===== src/rtl/memory_access.sv =====
// Load/store stage: one LDR/STR/LDRB/STRB per handshake, byte stores via read-modify-write.
// Optional MEMORY_ACCESS_BOUNDS_CHECK_EN aborts word indices >= MEM_WORDS without a bus beat.
module memory_access #(
  parameter int          MEM_WORDS = 8192,
  parameter logic [1:0]  PROT_DATA = 2'b01
) (
  input  logic        clk,
  input  logic        reset,
  input  logic        req_valid,
  output logic        req_ready,
  input  logic        req_load,
  input  logic        req_byte,
  input  logic [31:0] req_addr,
  input  logic [31:0] req_wdata,
  input  logic [3:0]  req_dest,
  output logic        wb_valid,
  output logic        wb_write,
  output logic [3:0]  wb_dest,
  output logic [31:0] wb_data,
  output logic        wb_abort,
  output logic [31:0] mem_addr,
  output logic [31:0] mem_wdata,
  input  logic [31:0] mem_rdata,
  input  logic        mem_abort,
  output logic        mem_write,
  output logic        mem_size,
  output logic [1:0]  mem_prot,
  output logic [1:0]  mem_trans
);

  localparam logic [2:0] IDLE  = 3'd0;
  localparam logic [2:0] READ  = 3'd1;
  localparam logic [2:0] RDATA = 3'd2;
  localparam logic [2:0] WRITE = 3'd3;
  localparam logic [2:0] RESP  = 3'd4;

  logic [2:0]  state_q, state_d;
  logic        load_q, load_d;
  logic        byte_q, byte_d;
  logic [1:0]  lane_q, lane_d;
  logic [7:0]  bdata_q, bdata_d;
  logic [31:0] mem_addr_q, mem_addr_d;
  logic [31:0] mem_wdata_q, mem_wdata_d;
  logic        wb_valid_q, wb_valid_d;
  logic        wb_write_q, wb_write_d;
  logic        wb_abort_q, wb_abort_d;
  logic [3:0]  wb_dest_q, wb_dest_d;
  logic [31:0] wb_data_q, wb_data_d;

  logic [29:0] word_idx;
  logic [31:0] idx_mapped;
  logic        oob;
  logic [4:0]  shamt;
  logic [63:0] rot_w;
  logic [31:0] load_val;
  logic [31:0] merged;

  assign word_idx = req_addr[31:2];

`ifdef MEMORY_ACCESS_BOUNDS_CHECK_EN
  assign idx_mapped = {2'b00, word_idx};
  assign oob        = idx_mapped >= 32'(MEM_WORDS);
`else
  // Out-of-range indices wrap onto the physical memory.
  assign idx_mapped = {2'b00, word_idx & 30'(MEM_WORDS - 1)};
  assign oob        = 1'b0;
`endif

  always_comb begin
    shamt    = {lane_q, 3'b000};
    rot_w    = {mem_rdata, mem_rdata} >> shamt;
    load_val = byte_q ? {24'h0, rot_w[7:0]} : rot_w[31:0];
    merged   = mem_rdata;
    case (lane_q)
      2'd0:    merged = {mem_rdata[31:8], bdata_q};
      2'd1:    merged = {mem_rdata[31:16], bdata_q, mem_rdata[7:0]};
      2'd2:    merged = {mem_rdata[31:24], bdata_q, mem_rdata[15:0]};
      default: merged = {bdata_q, mem_rdata[23:0]};
    endcase
  end

  always_comb begin
    state_d     = state_q;
    load_d      = load_q;
    byte_d      = byte_q;
    lane_d      = lane_q;
    bdata_d     = bdata_q;
    mem_addr_d  = mem_addr_q;
    mem_wdata_d = mem_wdata_q;
    wb_valid_d  = 1'b0;
    wb_write_d  = 1'b0;
    wb_abort_d  = 1'b0;
    wb_data_d   = 32'h0;
    wb_dest_d   = wb_dest_q;
    case (state_q)
      IDLE: begin
        if (req_valid) begin
          load_d  = req_load;
          byte_d  = req_byte;
          lane_d  = req_addr[1:0];
          bdata_d = req_wdata[7:0];
          if (oob) begin
            state_d    = RESP;
            wb_valid_d = 1'b1;
            wb_abort_d = 1'b1;
            wb_dest_d  = req_dest;
          end else begin
            mem_addr_d = idx_mapped;
            wb_dest_d  = req_dest;
            if (req_load || req_byte) begin
              state_d = READ;
            end else begin
              state_d     = WRITE;
              mem_wdata_d = req_wdata;
            end
          end
        end
      end
      READ: state_d = RDATA;
      RDATA: begin
        if (mem_abort) begin
          state_d    = RESP;
          wb_valid_d = 1'b1;
          wb_abort_d = 1'b1;
        end else if (load_q) begin
          state_d    = RESP;
          wb_valid_d = 1'b1;
          wb_write_d = 1'b1;
          wb_data_d  = load_val;
        end else begin
          state_d     = WRITE;
          mem_wdata_d = merged;
        end
      end
      WRITE: begin
        state_d    = RESP;
        wb_valid_d = 1'b1;
      end
      RESP:    state_d = IDLE;
      default: state_d = IDLE;
    endcase
  end

  always_ff @(posedge clk) begin
    if (reset) begin
      state_q     <= IDLE;
      load_q      <= 1'b0;
      byte_q      <= 1'b0;
      lane_q      <= 2'b00;
      bdata_q     <= 8'h0;
      mem_addr_q  <= 32'h0;
      mem_wdata_q <= 32'h0;
      wb_valid_q  <= 1'b0;
      wb_write_q  <= 1'b0;
      wb_abort_q  <= 1'b0;
      wb_dest_q   <= 4'h0;
      wb_data_q   <= 32'h0;
    end else begin
      state_q     <= state_d;
      load_q      <= load_d;
      byte_q      <= byte_d;
      lane_q      <= lane_d;
      bdata_q     <= bdata_d;
      mem_addr_q  <= mem_addr_d;
      mem_wdata_q <= mem_wdata_d;
      wb_valid_q  <= wb_valid_d;
      wb_write_q  <= wb_write_d;
      wb_abort_q  <= wb_abort_d;
      wb_dest_q   <= wb_dest_d;
      wb_data_q   <= wb_data_d;
    end
  end

  assign req_ready = (state_q == IDLE);
  assign mem_trans = ((state_q == READ) || (state_q == WRITE)) ? 2'b10 : 2'b00;
  assign mem_write = (state_q == WRITE);
  assign mem_size  = 1'b1;
  assign mem_prot  = PROT_DATA;
  assign mem_addr  = mem_addr_q;
  assign mem_wdata = mem_wdata_q;
  assign wb_valid  = wb_valid_q;
  assign wb_write  = wb_write_q;
  assign wb_abort  = wb_abort_q;
  assign wb_dest   = wb_dest_q;
  assign wb_data   = wb_data_q;

endmodule


===== config.mk =====
export PLATFORM = sky130hd
export DESIGN_NAME = memory_access
export DESIGN_NICKNAME = d
export VERILOG_FILES = /design/src/rtl/memory_access.sv
export SDC_FILE = /design/constraint.sdc
export NUM_CORES = 1
export LEC_CHECK = 0
export CAP_MARGIN = 20
export CORE_MARGIN = 10
export CORE_UTILIZATION = 38
export CTS_CLUSTER_SIZE = 28
export DETAILED_ROUTE_END_ITERATION = 16
export GPL_ROUTABILITY_DRIVEN = 0
export MAX_ROUTING_LAYER = met4
export PLACE_DENSITY = 0.74
export SLEW_MARGIN = 20
export SYNTH_ARGS = -nofsm -noshare
export SYNTH_HDL_FRONTEND = slang
export SYNTH_SLANG_ARGS = --single-unit

===== constraint.sdc =====
create_clock -name clk -period 1.5 [get_ports clk]
set_input_delay 0.225 -clock clk [delete_from_list [all_inputs] [get_ports clk]]
set_output_delay 0.225 -clock clk [all_outputs]
set_load 0.02 [all_outputs]

==> results of run 1 <==
-- Yosys cell counts, types with 3 or more instances --
cell type | count | area, um2
nor2b_1 | 20 | 125
buf_2 | 10 | 50.1
mux2i_1 | 32 | 320
buf_4 | 31 | 233
and2b_1 | 3 | 22.5
clkbuf_1 | 8 | 30.0
nor2_1 | 36 | 135
and3_1 | 8 | 50.1
nand2_1 | 60 | 225
dfxtp_1 | 99 | 1980
buf_6 | 9 | 101
mux4_2 | 32 | 721
a21oi_1 | 62 | 310
a22o_1 | 32 | 280
nand2_2 | 3 | 18.8
-- worst max-delay path by stage --
stage,from,to,depth (start not counted)
6_report,state_q[2]$_SDFFE_PP0P_,mem_wdata[28]$_SDFFE_PP0P_,6
5_1_grt,state_q[2]$_SDFFE_PP0P_,mem_wdata[28]$_SDFFE_PP0P_,6
4_1_cts,state_q[1]$_SDFFE_PP0P_,wb_data[10]$_SDFF_PP0_,6
3_5_place_dp,req_valid,mem_wdata[21]$_SDFFE_PP0P_,5
3_3_place_gp,mem_abort,mem_wdata[14]$_SDFFE_PP0P_,4
2_1_floorplan,lane_q[0]$_SDFFE_PP0P_,wb_data[4]$_SDFF_PP0_,4
-- through the flow --
stage,instances,total power (uW)
after floorplan,490,3910
after global placement,832,4600
after detailed placement,833,4640
after CTS,859,7230
after global routing,867,7570
final,867,7300
-- cell families (layout without fill, tap and decap cells) --
| family | Yosys count | in the layout |
|---|---|---|
| AO/OA/AOI/OAI | 101 | 101 |
| buffers and inverters | 61 | 263 |
| flip-flops | 99 | 99 |
| multiplexers | 64 | 64 |
| other | 2 | 24 |
| AND/OR/NAND/NOR | 142 | 144 |
-- sequential cells by signal (all words and copies together), names as in the netlist, 2 cells and up --
signal / cells
mem_wdata: 32
wb_data: 32
mem_addr: 13
bdata_q: 8
wb_dest: 4
state_q: 3
lane_q: 2
-- cell usage in the layout, fill, tap and decap left out, types with 2 or more instances in the layout --
| cell type | n |
|---|---|
| a22o_1 | 32 |
| bufinv_16 | 2 |
| clkdlybuf4s50_1 | 93 |
| a21oi_1 | 59 |
| buf_12 | 6 |
| mux2i_1 | 32 |
| and3_1 | 8 |
| dlygate4sd2_1 | 63 |
| nor2b_2 | 2 |
| nor2_1 | 36 |
| a21oi_2 | 3 |
| nand2b_1 | 2 |
| dfxtp_4 | 3 |
| and2b_1 | 3 |
| dfxtp_1 | 94 |
| clkbuf_16 | 13 |
| buf_4 | 54 |
| or2_4 | 3 |
| dlymetal6s2s_1 | 16 |
| nand2_2 | 4 |
| nor2b_1 | 19 |
| buf_16 | 2 |
| nand2_1 | 59 |
| buf_6 | 7 |
| conb_1 | 23 |
| o311a_1 | 2 |
| mux4_2 | 32 |
| dfxtp_2 | 2 |
-- power by group through the flow --
stage | logic (uW) | registers, uW | clock network (uW)
3_3_place_gp | 1690 | 2910 | 0
3_5_place_dp | 1720 | 2920 | 0
2_1_floorplan | 900 | 3010 | 0
6_report | 1840 | 2860 | 2600
4_1_cts | 1750 | 2860 | 2630
5_1_grt | 1960 | 2880 | 2740
-- routing by layer --
layer  vias to the layer above  track usage, %  share of wire [%]
met1                      2056            21.8                 42
met3                        39            5.37                7.1
met2                       239            28.9                 48
met5                         -               -                  0
li1                       2074               -                  -
met4                         0            7.27                2.9
-- final cells by class --
type / count / share of cell area [%]
timing repair buffer: 246 / 32.4
multi-input combinational: 332 / 33.8
sequential: 99 / 26.4
inverter: 1 / 0.0497
clock inverter: 6 / 1.28
tap: 172 / 2.85
antenna: 1 / 0.0331
clock buffer: 10 / 3.16
-- repair_timing --
| item | in CTS | in global routing |
|---|---|---|
| cloned | 2 | 5 |
| setup endpoints to repair | 151 | 83 |
| gates resized for setup | 89 | 33 |
| hold buffers | 0 | 0 |
| pin swaps | 18 | 8 |
| setup buffers | 10 | 2 |
-- worst max-delay path, stage by stage (launching register included) --
cell and delay, ns:
dfxtp_4 0.37, nor4b_4 0.30, buf_4 0.17, nand2_2 0.06, a21oi_4 0.24, clkbuf_16 0.22
a22o_1 0.15
==> impl_metrics.toml, run 1 <==
[status]
status = "finished, violations left"
violations = "setup timing"

[routing]
drtPass1Iterations = 8
vias_per_cell = 5.08
totalWireLength_um = 17000
routedWlPerCell_um = 19.6
drc_errors = 0
ant_nets = 0
drt_iter0_drc = 393
vias = 4408

[floorplanning]
die_area_um2 = 17600
initial_core_util_pct = 38.5
die_x_um = 133
rows = 41
core_area_um2 = 12500
die_y_um = 133
io_pins = 216

[cells_and_area]
drive_gt1_share_pct = 21.3
seq_area_um2 = 2000
final_core_util_pct = 60.3
postLayoutCellArea_um2 = 7550
area_growth_pct = 56.7
nNetsFinal = 795
fillers = 1050
multi_input_area_um2 = 2550

[logic_synthesis]
synth_simple_gate_area_share_pct = 14.5
syn_inst = 469
synth_top_family_by_area = "multiplexers"
synthAdderAreaFrac_pct = 0
synth_seq_cells = 99
ys.flop_type = "dfxtp_1"
muxShareOfSynthArea_pct = 21.6
synthArstFlopShare_pct = 0
synth_edf_count = 0
yosys.area_share.xor_xnor_pct = 0
yosys_warnings = 0
syn_area_per_cell_um2 = 10.3
netlist_area_um2 = 4820
yosysUniqueCellTypes = 34
synth-compound-area-share_pct = 13.8
yosysSeqAreaShare_pct = 41.1

[global_routing]
grt_max_degree = 34
grt.total_usage_pct = 18.4
grt_pass1_vias = 4463
antenna_found_initial = 1
grt_pass1_wl_um = 25200
overflow = 0

[sta]
hold_viol = 0
hold_ws_ns = 0.422
setup_tns_ns = -1.19
grt_setup_unrepaired = "true"
drv_slew = 0
min_period_ns = 1.56
setup_violations = 35
max_freq_mhz = 640
post-route-period-util_pct = 104
worst_slack_ns = -0.0619
skew_ns = 0.0123

[placed_design]
pre_cts_slack_ns = -0.446
io_buffer_count = 175
detailedPlacementHpwl_um = 12300
dpl_cell_area_um2 = 6930

[critical_path]
crit_required_ns = 1.80
regToRegStartpoint = "state_q[2]$_SDFFE_PP0P_"
critPathLaunchType = "flop"
arrival_ns = 1.86
critical_path_class = "reg -> reg"
crit_fanout = 16
r2r_slack_ns = -0.06
end_kind = "flop"
reg2reg_depth = 6
worstReg2RegEnd = "mem_wdata[28]$_SDFFE_PP0P_"

[hold_path]
hold_path_depth = 3
hold_path_class = "in -> reg"
worstHoldStart = "req_addr[7]"
min_to = "mem_addr[5]$_SDFFE_PP0P_"

[power_and_ir_drop]
power_frac_comb_pct = 25.2
p_seq_share_pct = 39.2
p_int_uw = 5240
p_per_area_nw_per_um2 = 967
p_leak_uw = 0.00368
p_clk_share_pct = 35.6
swShare_pct = 28.2
peakVddDrop_mv = 0.493
power_switching_uw = 2060

[clock_network]
cts-root-buf = "clkbuf_16"
clockBufferDepth = 2
htree_levels = 3
cts_tree = "yes"
path_clk_slew_ns = 0.08
clk_latency_ns = 0.35
numCtsBuffers = 9
clock_sinks = 99

[job]
drv_cap = 0
(Power assumes the default switching activity.)
==> inputs of run 2 (changes only) <==
- REMOVE_ABC_BUFFERS: not set -> 1
==> run 2 against run 1 <==
  * The flow still finishes with violations (setup timing)
  * Critical path depth increased by 2
  * Flip-flop and latch count unchanged
  * Count of clock-buffer cells in the layout increased by 1
  * Register-to-register slack about the same
  * Via count decreased by 1.9%
  * Sequential share of layout area increased by 0.73 points
  * Global-route usage decreased by 0.58 points
  * First-iteration DRC count decreased by 16%
  * Combinational power decreased by 5%
  * Final area decreased by 2.8%
  * Die area unchanged
  * Sequential power about the same
  * Critical endpoint is now mem_wdata[13]$_SDFFE_PP0P_
  * Largest cell class unchanged
==> impl_metrics.toml, run 2 (same netlist as run 1, synthesis figures left out) <==
[critical_path]
r2r_slack_ns = -0.08
crit_required_ns = 1.79
arrival_ns = 1.87
end_kind = "flop"
regToRegStartpoint = "state_q[0]$_SDFFE_PP0P_"
critPathLaunchType = "flop"
critical_path_class = "reg -> reg"
reg2reg_depth = 8
worstReg2RegEnd = "mem_wdata[13]$_SDFFE_PP0P_"
crit_fanout = 8

[clock_network]
clock_sinks = 99
path_clk_slew_ns = 0.07
clockBufferDepth = 2
clk_latency_ns = 0.35
hold_buffers = 0
cts-root-buf = "clkbuf_16"
numCtsBuffers = 9
htree_levels = 3
cts_tree = "yes"

[status]
status = "finished, violations left"
violations = "setup timing"

[floorplanning]
die_x_um = 133
core_area_um2 = 12500
rows = 41
die_area_um2 = 17600
io_pins = 216
die_y_um = 133
initial_core_util_pct = 38.5

[global_routing]
grt_max_degree = 37
antenna_found_initial = 0
grt.total_usage_pct = 17.8
grt_pass1_vias = 4550
grt_pass1_wl_um = 24400
overflow = 0

[routing]
drtPass1Iterations = 4
ant_nets = 0
drt_iter0_drc = 332
vias = 4323
vias_per_cell = 5.12
totalWireLength_um = 16100
drc_errors = 0
routedWlPerCell_um = 19.1

[sta]
skew_ns = 0.00441
post-route-period-util_pct = 105
worst_slack_ns = -0.0768
grt_setup_unrepaired = "true"
drv_slew = 0
setup_violations = 53
hold_ws_ns = 0.316
min_period_ns = 1.58
max_freq_mhz = 634
hold_viol = 0

[hold_path]
worstHoldStart = "reset"
hold_path_class = "in -> reg"
min_to = "mem_addr[1]$_SDFFE_PP0P_"
hold_path_depth = 3

[cells_and_area]
fillers = 1111
multi_input_area_um2 = 2530
area_growth_pct = 52.3
insertedDiodeCount = 0
final_cell_mix = "dfxtp_1, clkdlybuf4s50_1, dlygate4sd2_1"
final_core_util_pct = 58.6
seq_area_um2 = 1990
drive_gt1_share_pct = 18.0
postLayoutCellArea_um2 = 7340
final_common_cell = "dfxtp_1"
nNetsFinal = 774

[placed_design]
pre_cts_slack_ns = -0.354
io_buffer_count = 175
dpl_cell_area_um2 = 6910
detailedPlacementHpwl_um = 11600

[power_and_ir_drop]
finalPower_uw = 7070
peakVddDrop_mv = 0.677
p_per_area_nw_per_um2 = 963
p_leak_uw = 0.00363

[job]
drv_cap = 0
==> run 2: cell count changes in the layout (fill, tap and decap cells not counted), sizes merged <==
| cell | delta |
|---|---|
| clkinv | +1 |
| dlymetal6s2s | +2 |
| clkdlybuf4s50 | -4 |
| inv | -2 |
| buf | -19 |
| dlygate4sd2 | +1 |
| diode | -1 |
==> run 2: worst max path at each step <==
stage | from | end
global placement | req_valid | mem_wdata[26]$_SDFFE_PP0P_
CTS | state_q[0]$_SDFFE_PP0P_ | mem_wdata[15]$_SDFFE_PP0P_
global route | state_q[0]$_SDFFE_PP0P_ | mem_wdata[3]$_SDFFE_PP0P_
finish | state_q[0]$_SDFFE_PP0P_ | mem_wdata[13]$_SDFFE_PP0P_
floorplan | state_q[1]$_SDFFE_PP0P_ | mem_wdata[0]$_SDFFE_PP0P_
detailed placement | req_valid | mem_wdata[13]$_SDFFE_PP0P_
==> run 2: timing repair <==
| item | in CTS | in global routing |
|---|---|---|
| cloned | 2 | 3 |
| setup buffers | 0 | 5 |
| resized for setup | 87 | 26 |
| endpoints found under the setup margin | 123 | 82 |
| pin swaps | 1 | 31 |
==> run 2: metrics by stage <==
step | setup TNS [ns] | std cells
floorplan | -98.33 | 430
global placement | -13.31 | 820
detailed placement | -16.14 | 820
CTS | -1.36 | 838
global route | -6.07 | 845
finish | -2.02 | 845
==> run 2: layer usage <==
metal | track usage (%) | vias to the layer above | wire length, um
li1 | - | 2028 | -
met1 | 19.3 | 2062 | 6750
met2 | 30.3 | 200 | 7910
met3 | 5.49 | 33 | 1130
met4 | 6.30 | 0 | 312
met5 | - | - | 0
==> run 2: power breakdown <==
| part | switching (uW) | internal (uW) | total (uW) | leakage [uW] |
|---|---|---|---|---|
| sequential | 103 | 2760 | 2860 | 0.000807 |
| clock | 1010 | 1460 | 2460 | 0.000150 |
| combinational | 841 | 900 | 1740 | 0.00267 |
==> run 2: critical path: stages, from the launching register on <==
cell and delay [ns]:
dfxtp_4 0.37, buf_6 0.12, nor3b_4 0.22, buf_6 0.14, nand2_4 0.05, a21oi_4 0.21
buf_6 0.14, clkbuf_16 0.15, a22o_1 0.12
==> run 2: cell type report <==
| cell class | count | area share [%] |
|---|---|---|
| Inverter | 1 | 0.0512 |
| Tap cell | 172 | 2.93 |
| Timing Repair Buffer | 225 | 31.1 |
| Clock inverter | 5 | 1.06 |
| Sequential cell | 99 | 27.2 |
| Multi-Input combinational cell | 332 | 34.5 |
| Clock buffer | 11 | 3.17 |
